--- src/rtl/riscv_regfile_mp.sv ---
// Multi-port RV32 integer register file with a post-reset clear sweep (no per-entry reset on storage).
// Optional same-cycle write-to-read forwarding when RISCV_REGFILE_BYPASS_EN is defined.
module riscv_regfile_mp #(
    parameter int XLEN   = 32,
    parameter int NREG   = 32,
    parameter int NUM_RD = 2,
    parameter int NUM_WR = 2
) (
    input  logic                     i_regfile_clk,
    input  logic                     i_regfile_rst,
    input  logic [NUM_RD*5-1:0]      i_regfile_rd_addr,
    output logic [NUM_RD*XLEN-1:0]   o_regfile_rd_data,
    input  logic [NUM_WR-1:0]        i_regfile_wen,
    input  logic [NUM_WR*5-1:0]      i_regfile_wr_addr,
    input  logic [NUM_WR*XLEN-1:0]   i_regfile_wr_data,
    output logic                     o_regfile_ready
);
    localparam int AW = $clog2(NREG);

    typedef enum logic {CLEAR, READY} state_e;

    state_e          state_q, state_d;
    logic [AW-1:0]   clr_cnt_q, clr_cnt_d;
    logic [XLEN-1:0] mem_q [NREG];

    always_comb begin
        state_d   = state_q;
        clr_cnt_d = clr_cnt_q;
        if (state_q == CLEAR) begin
            // Sweep exits on the last entry, so the counter never wraps.
            if (clr_cnt_q == AW'(NREG - 1)) state_d = READY;
            else                            clr_cnt_d = clr_cnt_q + 1'b1;
        end
    end

    always_ff @(posedge i_regfile_clk) begin
        if (i_regfile_rst) begin
            state_q   <= CLEAR;
            clr_cnt_q <= AW'(1);
        end else begin
            state_q   <= state_d;
            clr_cnt_q <= clr_cnt_d;
        end
    end

    // Storage carries no reset so it can map onto RAM; ascending loop lets the higher port win.
    always_ff @(posedge i_regfile_clk) begin
        if (!i_regfile_rst) begin
            if (state_q == CLEAR) begin
                mem_q[clr_cnt_q] <= '0;
            end else begin
                for (int w = 0; w < NUM_WR; w++) begin
                    if (i_regfile_wen[w] && i_regfile_wr_addr[5*w +: 5] != 5'd0 &&
                        32'(i_regfile_wr_addr[5*w +: 5]) < NREG)
                        mem_q[i_regfile_wr_addr[5*w +: AW]] <= i_regfile_wr_data[XLEN*w +: XLEN];
                end
            end
        end
    end

    assign o_regfile_ready = (state_q == READY);

    for (genvar k = 0; k < NUM_RD; k++) begin : g_rd
        logic [4:0]      ra;
        logic [XLEN-1:0] rdat;
        assign ra = i_regfile_rd_addr[5*k +: 5];
        always_comb begin
            rdat = '0;
            if (state_q == READY && ra != 5'd0 && 32'(ra) < NREG) begin
                rdat = mem_q[ra[AW-1:0]];
`ifdef RISCV_REGFILE_BYPASS_EN
                for (int w = 0; w < NUM_WR; w++) begin
                    if (i_regfile_wen[w] && i_regfile_wr_addr[5*w +: 5] == ra)
                        rdat = i_regfile_wr_data[XLEN*w +: XLEN];
                end
`endif
            end
        end
        assign o_regfile_rd_data[XLEN*k +: XLEN] = rdat;
    end
endmodule

--- config.mk ---
export PLATFORM = sky130hd
export DESIGN_NAME = riscv_regfile_mp
export DESIGN_NICKNAME = d
export VERILOG_FILES = /design/src/rtl/riscv_regfile_mp.sv
export SDC_FILE = /design/constraint.sdc
export NUM_CORES = 2
export LEC_CHECK = 0
export CAP_MARGIN = 20
export CORE_ASPECT_RATIO = 0.7
export CORE_MARGIN = 2
export CORE_UTILIZATION = 60
export DETAILED_ROUTE_END_ITERATION = 7
export GPL_ROUTABILITY_DRIVEN = 0
export PLACE_DENSITY_LB_ADDON = 0.08
export SETUP_SLACK_MARGIN = 0.2
export SYNTH_ARGS = -nofsm -noshare
export SYNTH_HDL_FRONTEND = slang
export SYNTH_SLANG_ARGS = --single-unit
--- constraint.sdc ---
create_clock -name i_regfile_clk -period 5.82 [get_ports i_regfile_clk]
set_input_delay 1.455 -clock i_regfile_clk [delete_from_list [all_inputs] [get_ports i_regfile_clk]]
set_output_delay 1.455 -clock i_regfile_clk [all_outputs]
set_load 0.05 [all_outputs]
==> flow_metrics.tcl <==
set metrics [dict create \
    status "complete, no violations" \
    post_cts_buffers 0 \
    rsz0062_at_grt "no" \
    drtPass1Iterations 7 \
    fin_skew_ns 0.0207 \
    rows 96 \
    design_area_sq_um 68100 \
    grt_overflow 0 \
    clockRootBuffer "clkbuf_16" \
    vias 47322 \
    grt_max_degree 90 \
    fp.dieH_microns 268 \
    maxSlewViolCount 0 \
    viasPerCell 7.59 \
    grt_pass1_wl_mm 333 \
    finalCriticalPeriod_ns 5.54 \
    hold_depth 2 \
    ys_warn_count 0 \
    grt_pass1_vias 44594 \
    numClockSinks 1030 \
    synth_async_sr_flop_share 0 \
    clock_latency_ns 0.75 \
    regArea_sq_um 30900 \
    max_cap_violations 0 \
    antenna_found_initial 11 \
    path_clk_slew_ns 0.06 \
    port_buffers 152 \
    numCtsBuffers 102 \
    worst_pin_slew_ns 1.14 \
    crit_fanout 12 \
    finalCritPeriodShare 0.952 \
    track_usage 0.466 \
    drive_gt1_frac 0.309 \
    syn_to_final_growth_pct 13.6 \
    power_density_nw_per_um2 239 \
    timing.final.hold_violations 0 \
    cp-end-kind "primary output" \
    place_area_sq_um 64600 \
    syn-num-nets 4939 \
    worstSetupPathType "primary input to primary output" \
    coreArea_sq_um 98500 \
    antenna_left 0 \
    synthCells 4849 \
    reg2regPathDepth 7 \
    yosysUniqueCellTypes 63 \
    synth-edff-count 1024 \
    drt_iter0_drc 9063 \
    ys_ff_latch 1030 \
    critical_path_arrival_ns 4.08 \
    cp-start-kind "primary input" \
    critPathRequiredTime_ns 4.37 \
    wl_mm 240 \
    fin_tns_setup_ns 0 \
    fp.dieW_microns 382 \
    power_leakage_nw 22.5 \
    max_freq_ghz 0.181 \
    fillers 6873 \
    layout_commonest_cell "edfxtp_1" \
    cts.path.max_buffers 3 \
    setup_violations 0 \
    slew_headroom 0.239 \
    dp_hpwl_mm 145 \
    htreeDepth 3 \
    nets 4906 \
    ys_seq_area_frac 0.515 \
    drc 0 \
    syn_area_per_cell_sq_um 12.4 \
    hold_path.class "register to register" \
    synth.cell_area_sq_um 59900 \
    synthFlopType "edfxtp_1" \
    irDropWorstVdd_mv 0.240 \
    cts_tree "yes" \
    multiInputGateArea_sq_um 27100 \
    die_area_sq_um 102000 \
    ios 153 \
    start_util 0.608 \
    wl_per_cell_microns 38.6 \
    final_cell_mix "1024 x edfxtp_1, 633 x nand2_1, 633 x mux2_2, 609 x o21ai_0, 262 x mux2i_1" \
]
## synthesized netlist by cell type, types with 35 or more instances
master / number / area share
edfxtp_1: 1024 / 0.51
nand2_1: 644 / 0.040
mux2_2: 633 / 0.12
o21ai_0: 622 / 0.052
clkbuf_1: 306 / 0.019
mux2i_1: 262 / 0.044
mux4_2: 252 / 0.095
buf_2: 212 / 0.018
a22oi_1: 167 / 0.021
nand3_1: 98 / 0.0082
nor2b_1: 70 / 0.0073
o22ai_1: 66 / 0.0069
a211oi_1: 65 / 0.0081
nand4_1: 65 / 0.0068
o31a_1: 35 / 0.0051
## registers in the layout, summed over array words and instances, names as in the netlist
| name | cells |
|---|---|
| o_regfile_ready | 1 |
| clr_cnt_q | 5 |
| mem_q | 1024 |
## metrics by stage
step	cells	hold WS (ns)	setup slack, ns	power (mW)	util
floorplan	4849	0.516	0.633	8.99	-
global route	6229	0.625	0.301	16.5	0.691
CTS	6217	0.578	0.288	16.1	0.689
global placement	6027	0.558	0.297	9.48	0.655
finish	6232	0.585	0.282	16.3	0.691
detailed placement	6028	0.567	0.289	9.49	0.656
## where the power goes
group	switching, mW	total [mW]	internal (mW)
clock	3.03	6.86	3.82
sequential	0.0383	8.15	8.12
combinational	0.777	1.25	0.475
total	3.85	16.3	12.4
## per-layer routing
metal / vias up / GRT usage / routed length (microns)
met1: 22942 / 0.615 / 81300
met5: - / 0.00139 / 18
met2: 4730 / 0.642 / 97000
met3: 1030 / 0.191 / 44000
li1: 18616 / - / -
met4: 4 / 0.286 / 18000
## worst max-delay path: stages
cell and delay (ns):
clkdlybuf4s50_1 0.68, and4b_2 0.52, buf_4 0.29, a22oi_1 0.19, o31a_1 0.18, nand4_1 0.41
buf_12 0.33
## final cells by class
cell class / count / area share
sequential: 1030 / 0.453
multi-input combinational: 3216 / 0.398
timing repair buffer: 430 / 0.0728
clock buffer: 127 / 0.0398
tap: 1323 / 0.0243
clock inverter: 62 / 0.00901
inverter: 36 / 0.00198
antenna: 8 / 0.000294
## final timing paths
| check | start | end | slack [ns] |
|---|---|---|---|
| worst max-delay path | i_regfile_rd_addr[9] | o_regfile_rd_data[39] | 0.28 |
| worst min-delay path | clr_cnt_q[1] | clr_cnt_q[1] | 0.59 |
| worst max register to register | o_regfile_ready | mem_q[11][8] | 1.74 |
| worst min register to register | clr_cnt_q[1] | clr_cnt_q[1] | 0.59 |
## logic make-up (layout without fill, tap and decap cells)
group | after synthesis | count (layout) | synth area share
and+or+nand+nor | 1010 | 1010 | 0.0768
buffers and inverters | 603 | 655 | 0.0435
other | 0 | 8 | 0
adders and majority gates | 2 | 2 | 0.000418
DFF | 1030 | 1030 | 0.515
muxes | 1157 | 1157 | 0.259
AOI/OAI and AO/OA | 1044 | 1044 | 0.104
xor gates and xnor gates | 3 | 3 | 0.000439
## timing repair
item	in CTS	in global routing
setup endpoints to repair	0	1
hold buffers	0	0
resized for setup	0	1
Note: power is estimated with default switching activity, not from simulation.
